`src/rtl/trojan_cap_pkg.sv`:
```
// trojan_cap_pkg: shared types and constants for the trojan response-capture stage.
//   state_t      - sweep controller states (IDLE, RUN, DONE)
//   DEF_POLY     - default MISR feedback polynomial (16-bit CRC-CCITT taps)
//   DEF_SEED     - default MISR start value
//   misr_next()  - one MISR step for a 16-bit register, for use by reference models
package trojan_cap_pkg;

    typedef enum logic [1:0] {
        IDLE = 2'd0,
        RUN  = 2'd1,
        DONE = 2'd2
    } state_t;

    localparam logic [15:0] DEF_POLY = 16'h1021;
    localparam logic [15:0] DEF_SEED = 16'h0000;

    // Shift left, fold the bit shifted out back in through the polynomial,
    // then absorb the new data word.
    function automatic logic [15:0] misr_next(input logic [15:0] sig,
                                              input logic [15:0] data,
                                              input logic [15:0] poly);
        return (sig << 1) ^ (sig[15] ? poly : 16'h0000) ^ data;
    endfunction

endpackage

```
`src/rtl/misr_reg.sv`:
```
// misr_reg: multiple-input signature register.
//   clk_i    in   clock, rising edge
//   rst_ni   in   asynchronous active-low reset (loads SEED)
//   clear_i  in   synchronous reload of SEED; has priority over enable_i
//   enable_i in   absorb data_i this cycle
//   data_i   in   SIG_W  word to compact
//   sig_o    out  SIG_W  current signature
module misr_reg #(
    parameter int               SIG_W = 16,
    parameter logic [SIG_W-1:0] POLY  = 16'h1021,
    parameter logic [SIG_W-1:0] SEED  = 16'h0000
) (
    input  logic             clk_i,
    input  logic             rst_ni,
    input  logic             clear_i,
    input  logic             enable_i,
    input  logic [SIG_W-1:0] data_i,
    output logic [SIG_W-1:0] sig_o
);

    logic [SIG_W-1:0] sig_q, sig_d;

    // NOTE: every variable assigned in always_comb gets a default first, so no path leaves it unassigned and no latch is inferred.
    always_comb begin
        sig_d = sig_q;
        if (clear_i) begin
            sig_d = SEED;
        end else if (enable_i) begin
            sig_d = (sig_q << 1) ^ (sig_q[SIG_W-1] ? POLY : '0) ^ data_i;
        end
    end

    // NOTE: sequential state uses non-blocking assignments only, so all registers update together at the edge.
    always_ff @(posedge clk_i or negedge rst_ni) begin
        if (!rst_ni) begin
            sig_q <= SEED;
        end else begin
            sig_q <= sig_d;
        end
    end

    assign sig_o = sig_q;

endmodule

```
`src/rtl/trojan_resp_capture.sv`:
```
// trojan_resp_capture: on-chip response checker for a trojan-test sweep.
// Compacts {pat,resp} into a MISR, counts resp/exp_resp mismatches, records
// the first failing vector and flags a trojan at end of sweep.
//   CK             in   clock, rising edge
//   reset          in   asynchronous active-low reset
//   start          in   begin a new sweep (ignored while running)
//   sample         in   pat/resp/exp_resp valid this cycle
//   pat            in   N_IN   pattern applied to the DUT
//   resp           in   OUT_W  DUT response
//   exp_resp       in   OUT_W  golden response
//   busy           out  sweep in progress
//   done           out  sweep complete, results valid
//   signature      out  SIG_W  MISR contents
//   mismatch_cnt   out  CNT_W  saturating mismatch count
//   first_fail_idx out  N_IN   sample index of first mismatch
//   first_fail_pat out  N_IN   pattern at first mismatch
//   trojan_flag    out  done && mismatch_cnt != 0
module trojan_resp_capture
    import trojan_cap_pkg::*;
#(
    parameter int               N_IN  = 2,
    parameter int               OUT_W = 1,
    parameter int               SIG_W = 16,
    parameter logic [SIG_W-1:0] POLY  = DEF_POLY,
    parameter logic [SIG_W-1:0] SEED  = DEF_SEED,
    parameter int               CNT_W = 8
) (
    input  logic             CK,
    input  logic             reset,
    input  logic             start,
    input  logic             sample,
    input  logic [N_IN-1:0]  pat,
    input  logic [OUT_W-1:0] resp,
    input  logic [OUT_W-1:0] exp_resp,
    output logic             busy,
    output logic             done,
    output logic [SIG_W-1:0] signature,
    output logic [CNT_W-1:0] mismatch_cnt,
    output logic [N_IN-1:0]  first_fail_idx,
    output logic [N_IN-1:0]  first_fail_pat,
    output logic             trojan_flag
);

    state_t           state_q, state_d;
    logic             sweep_clear;   // start accepted: reload everything
    logic             sweep_step;    // sample accepted in RUN
    logic             is_mismatch;
    logic             last_vec;

    logic [N_IN-1:0]  idx_q, idx_d;
    logic [CNT_W-1:0] cnt_q, cnt_d;
    logic [N_IN-1:0]  ffi_q, ffi_d;
    logic [N_IN-1:0]  ffp_q, ffp_d;
    logic             seen_q, seen_d;

    assign is_mismatch = (resp != exp_resp);
    assign last_vec    = (idx_q == {N_IN{1'b1}});

    // Controller. start takes priority over sample outside RUN, and both
    // sample and start are otherwise ignored outside their own states.
    always_comb begin
        state_d     = state_q;
        sweep_clear = 1'b0;
        sweep_step  = 1'b0;
        case (state_q)
            IDLE, DONE: begin
                if (start) begin
                    sweep_clear = 1'b1;
                    state_d     = RUN;
                end
            end
            RUN: begin
                if (sample) begin
                    sweep_step = 1'b1;
                    if (last_vec) state_d = DONE;
                end
            end
            default: state_d = IDLE;
        endcase
    end

    // Counters and first-fail capture.
    always_comb begin
        idx_d  = idx_q;
        cnt_d  = cnt_q;
        ffi_d  = ffi_q;
        ffp_d  = ffp_q;
        seen_d = seen_q;
        if (sweep_clear) begin
            idx_d  = '0;
            cnt_d  = '0;
            ffi_d  = '0;
            ffp_d  = '0;
            seen_d = 1'b0;
        end else if (sweep_step) begin
            // Natural wrap of the index coincides with the move to DONE.
            idx_d = idx_q + 1'b1;
            if (is_mismatch) begin
                if (cnt_q != {CNT_W{1'b1}}) cnt_d = cnt_q + 1'b1;
                if (!seen_q) begin
                    ffi_d  = idx_q;
                    ffp_d  = pat;
                    seen_d = 1'b1;
                end
            end
        end
    end

    // NOTE: every control and result register is reset asynchronously so a mid-sweep reset leaves no partial results.
    always_ff @(posedge CK or negedge reset) begin
        if (!reset) begin
            state_q <= IDLE;
            idx_q   <= '0;
            cnt_q   <= '0;
            ffi_q   <= '0;
            ffp_q   <= '0;
            seen_q  <= 1'b0;
        end else begin
            state_q <= state_d;
            idx_q   <= idx_d;
            cnt_q   <= cnt_d;
            ffi_q   <= ffi_d;
            ffp_q   <= ffp_d;
            seen_q  <= seen_d;
        end
    end

    misr_reg #(
        .SIG_W (SIG_W),
        .POLY  (POLY),
        .SEED  (SEED)
    ) u_misr (
        .clk_i    (CK),
        .rst_ni   (reset),
        .clear_i  (sweep_clear),
        .enable_i (sweep_step),
        .data_i   (SIG_W'({pat, resp})),
        .sig_o    (signature)
    );

    assign busy           = (state_q == RUN);
    assign done           = (state_q == DONE);
    assign mismatch_cnt   = cnt_q;
    assign first_fail_idx = ffi_q;
    assign first_fail_pat = ffp_q;
    assign trojan_flag    = done && (cnt_q != '0);

endmodule

```
`config.mk`:
```
export PLATFORM = sky130hd
export DESIGN_NAME = trojan_resp_capture
export DESIGN_NICKNAME = d
export VERILOG_FILES = /design/src/rtl/trojan_cap_pkg.sv /design/src/rtl/misr_reg.sv /design/src/rtl/trojan_resp_capture.sv
export SDC_FILE = /design/constraint.sdc
export NUM_CORES = 1
export LEC_CHECK = 0
export CAP_MARGIN = 20
export CELL_PAD_IN_SITES_DETAIL_PLACEMENT = 1
export CELL_PAD_IN_SITES_GLOBAL_PLACEMENT = 1
export CORE_MARGIN = 4
export CORE_UTILIZATION = 34
export CTS_CLUSTER_SIZE = 25
export DETAILED_ROUTE_END_ITERATION = 7
export PLACE_DENSITY = 0.86
export SLEW_MARGIN = 20
export SYNTH_ARGS = -nofsm -noshare
export SYNTH_HDL_FRONTEND = slang
export SYNTH_HIERARCHICAL = 1
export SYNTH_SLANG_ARGS = --single-unit
```
`constraint.sdc`:
```
create_clock -name CK -period 1.5 [get_ports CK]
set_clock_uncertainty 0.15 [all_clocks]
set_input_delay 0.3 -clock CK [delete_from_list [all_inputs] [get_ports CK]]
set_output_delay 0.3 -clock CK [all_outputs]
set_load 0.03 [all_outputs]
```
; Word level (Yosys, flattened, before mapping)
; Index checks and enable logic that the tools add are counted.
[word_totals]
reg_bits = 33
word_cells = 59
[classes]
addsub = 2
eq_ne = 9
muxes = 28
bitwise = 2
reduce_logical = 11
[ops]
columns = op, count
row1 = 16-bit 2-to-1 mux, 2
row2 = 8-bit 2-to-1 mux, 4
row3 = 2-bit 2-to-1 mux, 13
row4 = 16-bit XOR, 1
row5 = 16-bit by 3-bit XOR with 16-bit output, 1
row6 = 13-bit 2-to-1 mux, 1
row7 = 3-bit AND reduction, 3
row8 = "8-bit by 1-bit adder with 8-bit output, second input constant", 1
row9 = "8-bit != test, second input constant", 1
row10 = 8-bit nonzero test, 1
row11 = 1-bit 2-to-1 mux, 7
row12 = "2-bit != test, second input constant", 3
row13 = 2-bit nonzero test, 3
row14 = "2-bit equality test, second input constant", 2
row15 = 2-bit case mux with 2 select lines, 1
row16 = "2-bit by 1-bit adder with 2-bit output, second input constant", 1
row17 = "2-bit by 1-bit equality test with 1-bit output, second input constant", 1
row18 = 2-bit logical NOT, 1
row19 = "2-bit by 1-bit != test with 1-bit output, second input constant", 1
row20 = 2-bit AND reduction, 1
row21 = 2-bit OR reduction, 1
row22 = 1-bit logical AND, 1
row23 = 1-bit != test, 1

; Depth between registers and ports, before layout
; Gate-level depths: netlist (run 1).
[depth]
depth_word = 5
mapped_depth = 6

; Hierarchy
; The synthesis (run 1) kept the hierarchy.
[modules_own_cells]
columns = mod, n_inst, cells_per_inst, area_per_inst_um2
row1 = trojan_resp_capture, 1, 90, 880.8
row2 = misr_reg, 1, 69, 784.5

; Least setup slack after synthesis (run 1)
; OpenSTA, ideal clock, no wires.
[synth_timing]
path_type = reg-to-output
start = reg cnt_q[0], in the netlist mismatch_cnt[0]
end = out trojan_flag
arrival_time_ps = 1452
required_ps = 1050
path_slack_ps = -402
stages_incl_launch_ff = 5
cell_sequence = dfrtp_1 -> inv_1 -> ha_1 -> nor4b_1 -> a21oi_1
[synth_via]
elab_chain_len = 2
[synth_lines]
columns = item, line_no
row1 = start: declaration, trojan_resp_capture.sv:51  ; logic [CNT_W-1:0] cnt_q, cnt_d;
row2 = start signal: assignment, trojan_resp_capture.sv:121  ; cnt_q <= cnt_d;
row3 = 8-bit nonzero test, trojan_resp_capture.sv:146  ; assign trojan_flag = done && (cnt_q != '0);
row4 = 1-bit logical AND, trojan_resp_capture.sv:146
row5 = end: declaration, trojan_resp_capture.sv:41  ; output logic trojan_flag
; Every way passes these cells.

; Final worst setup path (run 1)
[layout_timing]
start = reg cnt_q[6], in the netlist mismatch_cnt[6]
end = out trojan_flag
; Same word-level chain as after synthesis.

==> impl_metrics.ini, run 1 <==
[setup_path]
critPathLaunchType = flop
worstSetupEndpointType = primary output
worstPathRequired_ns = 1.05
path_max_fanout = 2
crit_arrival_ns = 1.44
path_class = reg2out

[grt]
grt_pass1_vias = 1738
grt_max_degree = 34
globalRouteOverflowTotal = 0
grtUsageTotal_pct = 19.3
grt_pass1_wl_um = 9020
grt_antenna_before_repair = 0

[die]
fp.dieArea_sq_um = 6080
die_height_um = 78.0
start_util_pct = 35.3
coreArea_sq_um = 4720
row_count = 25
die_w_um = 78.0
ios = 39

[finish]
syn_to_final_growth_pct = 71.1
n_antenna_cell = 0
mostFrequentLayoutCell = buf_4
mostFrequentLayoutCells = buf_4 (47), dfrtp_1 (24), buf_6 (22), nor2_1 (18), xnor2_1 (16)
drive_gt1_share_pct = 47.5
nNetsFinal = 267
fin_cells = 324
nFillCells = 504
fin_util_pct = 60.3

[synth]
synth_area_sq_um = 1670
yosysWarnings = 6
synth.area.top_cells = dfrtp_1 (50%), xnor2_1 (8.4%), a211oi_1 (6.3%)
synth_seq_cells = 33
synthDistinctLibCells = 35
yosysSeqAreaShare_pct = 49.6
post_synth.cell_area_avg_sq_um = 10.5
synthCells = 159
synth_top_area_cell = dfrtp_1
synth_top_area_share_pct = 49.6

[sta]
hold_viol = 0
rsz0062_at_grt = true
period_share_pct = 126
final-setup-viol-count = 19
slew_violations = 0
tns_ns = -3.02
period_needed_ns = 1.89
finalWorstSetupSlack_ns = -0.386
fmax_mhz = 530

[detailed_routing]
top_layer = met4
viasPerCell = 5.06
drc = 0
num_vias = 1640
drt_iter0_drc = 85
dr.pass1.iters = 4
route.met3.wl_um = 195
wl_per_cell_um = 19.8
wl_um = 6420
ant_nets = 0
drt-met1-wl_um = 2570
met2_length_um = 3330

[pwr]
irDropWorstVdd_mv = 0.796
leakage_nw = 1.30
p_total_mw = 5.84
power_density_nw_per_um2 = 2050

[cts]
cts_tree = built
htree_levels = 2
clk_latency_ns = 0.29
cts_sinks = 33
clkSlewWorstSetupHoldPaths_ns = 0.07
cts_root_buf = clkbuf_8
cts_buffer_depth = 2
cts_made_buffers = 5

[job]
drv_cap = 0

[outcome]
status = complete, but fails checks
violations = negative setup slack

[placed_design]
io_buffers = 38
dpl.hpwl_um = 3200
dp_cells = 296
place.gp.congestion = 0.744
dp_slack_ns = -0.585

[hold_path]
hold_path_class = in2async
==> what timing repair did <==
item                       CTS  global route
pin swaps                    7            10
setup endpoints to repair   24            34
hold buffers                 0             0
buffers inserted             9            10
gates resized for setup     43            30
gates cloned                 1             1
==> synthesized netlist by cell type (all sizes together) <==
master   n
ha       3
nand3    7
dfrtp   33
o21ai    7
conb     1
mux2i    3
or4      1
nand2   14
nand3b   1
xor3     2
xor2     1
nor3     2
o31ai    4
o311ai   1
o211ai   4
nand4    1
nor2b    1
a31o     1
a211oi  14
clkinv   1
a21oi    4
xnor2   16
nor4b    1
buf      4
inv      6
o41ai    1
nor2    18
nand2b   2
or3      1
clkbuf   3
o22ai    1
==> flip-flops by register name, summed over array words and instances, names as in the netlist <==
register	flops
u_misr/sig_o	16
idx_q	2
first_fail_idx	2
state_q	2
first_fail_pat	2
mismatch_cnt	8
seen_q	1
==> through the flow <==
step           hold WS, ns  cell area [sq um]
2_1_floorplan       -0.146               1760
3_3_place_gp         0.336               2360
3_5_place_dp         0.380               2360
4_1_cts              0.228               2670
5_1_grt              0.239               2850
6_report             0.217               2850
==> worst max-delay path, cell delays in order (launching register included) <==
cell and delay (ns):
dfrtp_2 0.44, buf_6 0.14, nor4b_4 0.31, a21oi_2 0.11
buf_6 0.15
==> area by class of cell <==
cell class	count	area, sq um	share of cell area [%]
repair buffers	85	792	27.8
well taps	67	83.8	2.94
clock inverters	1	30.0	1.05
multi-input cells	124	992	34.8
inverters	7	27.5	0.966
clock buffers	7	86.3	3.03
flip-flops and latches	33	837	29.4
==> path summary, 6_finish.rpt <==
check                                                   start                             to  slack, ns  cells past startpoint
worst max register to register    mismatch_cnt[1]$_DFFE_PN0P_    mismatch_cnt[6]$_DFFE_PN0P_      -0.38                      7
worst max-delay path              mismatch_cnt[6]$_DFFE_PN0P_                    trojan_flag      -0.39                      4
max in group asynchronous                               reset    mismatch_cnt[7]$_DFFE_PN0P_       0.78                      2
min in group CK                 first_fail_idx[0]$_DFFE_PN0P_  first_fail_idx[0]$_DFFE_PN0P_       0.38                      2
worst min register to register  first_fail_idx[0]$_DFFE_PN0P_  first_fail_idx[0]$_DFFE_PN0P_       0.38                      2
worst min-delay path                                    reset    mismatch_cnt[6]$_DFFE_PN0P_       0.22                      2
==> metal layers <==
metal,up-vias,global-route usage [%]
met4,0,10.7
li1,738,-
met5,-,0
met2,52,34.0
met3,21,3.13
met1,829,22.0
==> report_power, final <==
part           internal, mW  switching (mW)
logic                  1.55            1.78
clock network         0.542           0.339
registers              1.26           0.378
==> cell families after synthesis <==
family | synth area share, %
compound gates | 16.0
mux | 1.80
buf+inv | 3.83
other cells | 0.225
simple gates | 14.3
xor+xnor | 12.0
fa+ha+maj | 2.25
flops | 49.6
Note: power is estimated with default switching activity, not from simulation.
==> inputs of run 2 (changes only) <==
CORE_UTILIZATION = 41   (was 34)
PLACE_DENSITY = 0.95   (was 0.86)
clock period = 2.19 ns   (was 1.5 ns; I/O delays follow)
==> run 2 against run 1 <==
The run now ends clean. Sequential share of layout area up 7.0 points. Via count down 17%. Register-to-register slack better by 0.72 ns. Largest cell class unchanged. Highest routed layer unchanged.
==> impl_metrics.ini, run 2 (synthesis results as in run 1) <==
[placed_design]
io_buffers = 38
dp_cells = 257
place.gp.congestion = 0.851
dpl.hpwl_um = 3030
placed_cell_area_sq_um = 2180

[finish]
mostFrequentLayoutCells = clkdlybuf4s50_1 (35), dfrtp_1 (33), nor2_1 (18), xnor2_1 (16)
nNetsFinal = 227
fin_cells = 264
mostFrequentLayoutCell = clkdlybuf4s50_1
largest_reg_flops = 16
fin_area_sq_um = 2270
nFillCells = 426
fin_util_pct = 59.7
drive_gt1_share_pct = 9.72
n_antenna_cell = 0
syn_to_final_growth_pct = 36.1

[sta]
final-setup-viol-count = 0
fmax_mhz = 474
slew_violations = 0
fin_hold_ws_ns = 0.369
period_share_pct = 96.4
hold_viol = 0
period_needed_ns = 2.11

[setup_path]
critPathLaunchType = flop
worstSetupEndpointType = primary output
path_max_fanout = 8
path_class = reg2out
path_cells = clkdlybuf4s50_1
crit_arrival_ns = 1.52
worstPathRequired_ns = 1.60
crit_path_top_delay_cell = clkdlybuf4s50_1
crit_family = buffers and inverters
max_stage_delay_ns = 0.74
critical_path_buf_inv_count = 1

[die]
row_count = 22
coreArea_sq_um = 3800
die_height_um = 71.7
ios = 39
start_util_pct = 43.8
die_w_um = 71.7
fp.dieArea_sq_um = 5150

[pwr]
p_sw_mw = 1.41
p_int_mw = 1.91
p_comb_share_pct = 52.7
p_sw_share_pct = 42.3
irDropWorstVdd_mv = 0.663
leakage_nw = 0.974
p_seq_share_pct = 33.6
power_density_nw_per_um2 = 1460
p_clk_share_pct = 13.7

[cts]
htree_levels = 2
cts_made_buffers = 5
clkSlewWorstSetupHoldPaths_ns = 0.06
cts_buffer_depth = 2
cts_hold_buf = 0
cts_root_buf = clkbuf_8
clk_latency_ns = 0.28
cts_tree = built
cts_sinks = 33

[grt]
globalRouteOverflowTotal = 0
grtUsageTotal_pct = 18.2
grtUsageMet3_pct = 3.93
grt_max_degree = 34
met2_usage_pct = 30.8
grt_antenna_before_repair = 0
grt-busiest-layer = met2
grt_pass1_vias = 1448
grt_pass1_wl_um = 7180
use_met1_pct = 21.4

[job]
drv_cap = 0

[detailed_routing]
drt_iter0_drc = 72
wl_um = 4300
viasPerCell = 5.15
dr.pass1.iters = 4
wl_per_cell_um = 16.3
drc = 0
ant_nets = 0
num_vias = 1359

[outcome]
status = complete, no violations

[hold_path]
hold_path_class = reg2reg
[run 2: cell types whose count changed in the layout (fill, tap and decap cells not counted), moves of 3 or more]
cell / before / now
a21oi_1: 1 / 4
buf_4: 47 / 7
buf_6: 22 / 0
clkdlybuf4s15_1: 3 / 0
clkdlybuf4s50_1: 4 / 35
dfrtp_1: 24 / 33
dfrtp_2: 9 / 0
inv_1: 3 / 6
inv_2: 3 / 0
o21ai_0: 1 / 7
o21ai_1: 4 / 0
[run 2: per-layer routing]
| layer | vias up | part of all wire, % |
|---|---|---|
| met2 | 26 | 53 |
| met3 | 9 | 3.2 |
| met1 | 668 | 41 |
| met4 | 0 | 2.3 |
| met5 | - | 0 |
| li1 | 656 | - |
[run 2: power by group through the flow]
stage | logic [mW] | clock network (mW) | registers (mW)
2_1_floorplan | 0.709 | 0 | 1.48
3_3_place_gp | 1.69 | 0 | 1.11
3_5_place_dp | 1.76 | 0 | 1.13
4_1_cts | 1.77 | 0.468 | 1.12
5_1_grt | 1.88 | 0.501 | 1.16
6_report | 1.75 | 0.456 | 1.11
[run 2: per-stage QoR]
| stage | power, mW | TNS (ns) | worst slack [ns] |
|---|---|---|---|
| final | 3.32 | 0 | 0.0782 |
| after global routing | 3.55 | -0.00216 | -0.00216 |
| after CTS | 3.36 | 0 | 0.0652 |
| after detailed placement | 2.89 | 0 | 0.0392 |
| after global placement | 2.80 | 0 | 0.122 |
| after floorplan | 2.19 | 0 | 0.150 |
[run 2: worst paths after layout]
kind	startpoint	to	slack [ns]	cells after the start
max in group asynchronous	reset	u_misr/sig_o[15]$_DFFE_PN0P_	1.17	2
min in group asynchronous	reset	mismatch_cnt[0]$_DFFE_PN0P_	0.42	2
hold reg to reg	state_q[1]$_DFFE_PN0P_	state_q[1]$_DFFE_PN0P_	0.37	1
hold / removal	state_q[1]$_DFFE_PN0P_	state_q[1]$_DFFE_PN0P_	0.37	1
setup / recovery	mismatch_cnt[3]$_DFFE_PN0P_	mismatch_cnt[3]	0.08	1
setup reg to reg	mismatch_cnt[0]$_DFFE_PN0P_	mismatch_cnt[7]$_DFFE_PN0P_	0.34	6
[run 2: area by class of cell]
type                    instances  area, sq um  share of cell area, %
clock buffers                   7         86.3                   3.81
well taps                      48         60.1                   2.65
flip-flops and latches         33          826                   36.4
inverters                       7         27.5                   1.21
repair buffers                 45          440                   19.4
multi-input cells             124          827                   36.5
[run 2: timing repair]
item,4_1_cts,5_1_grt
setup buffers,0,0
gates resized for setup,2,1
endpoints found under the setup margin,2,1
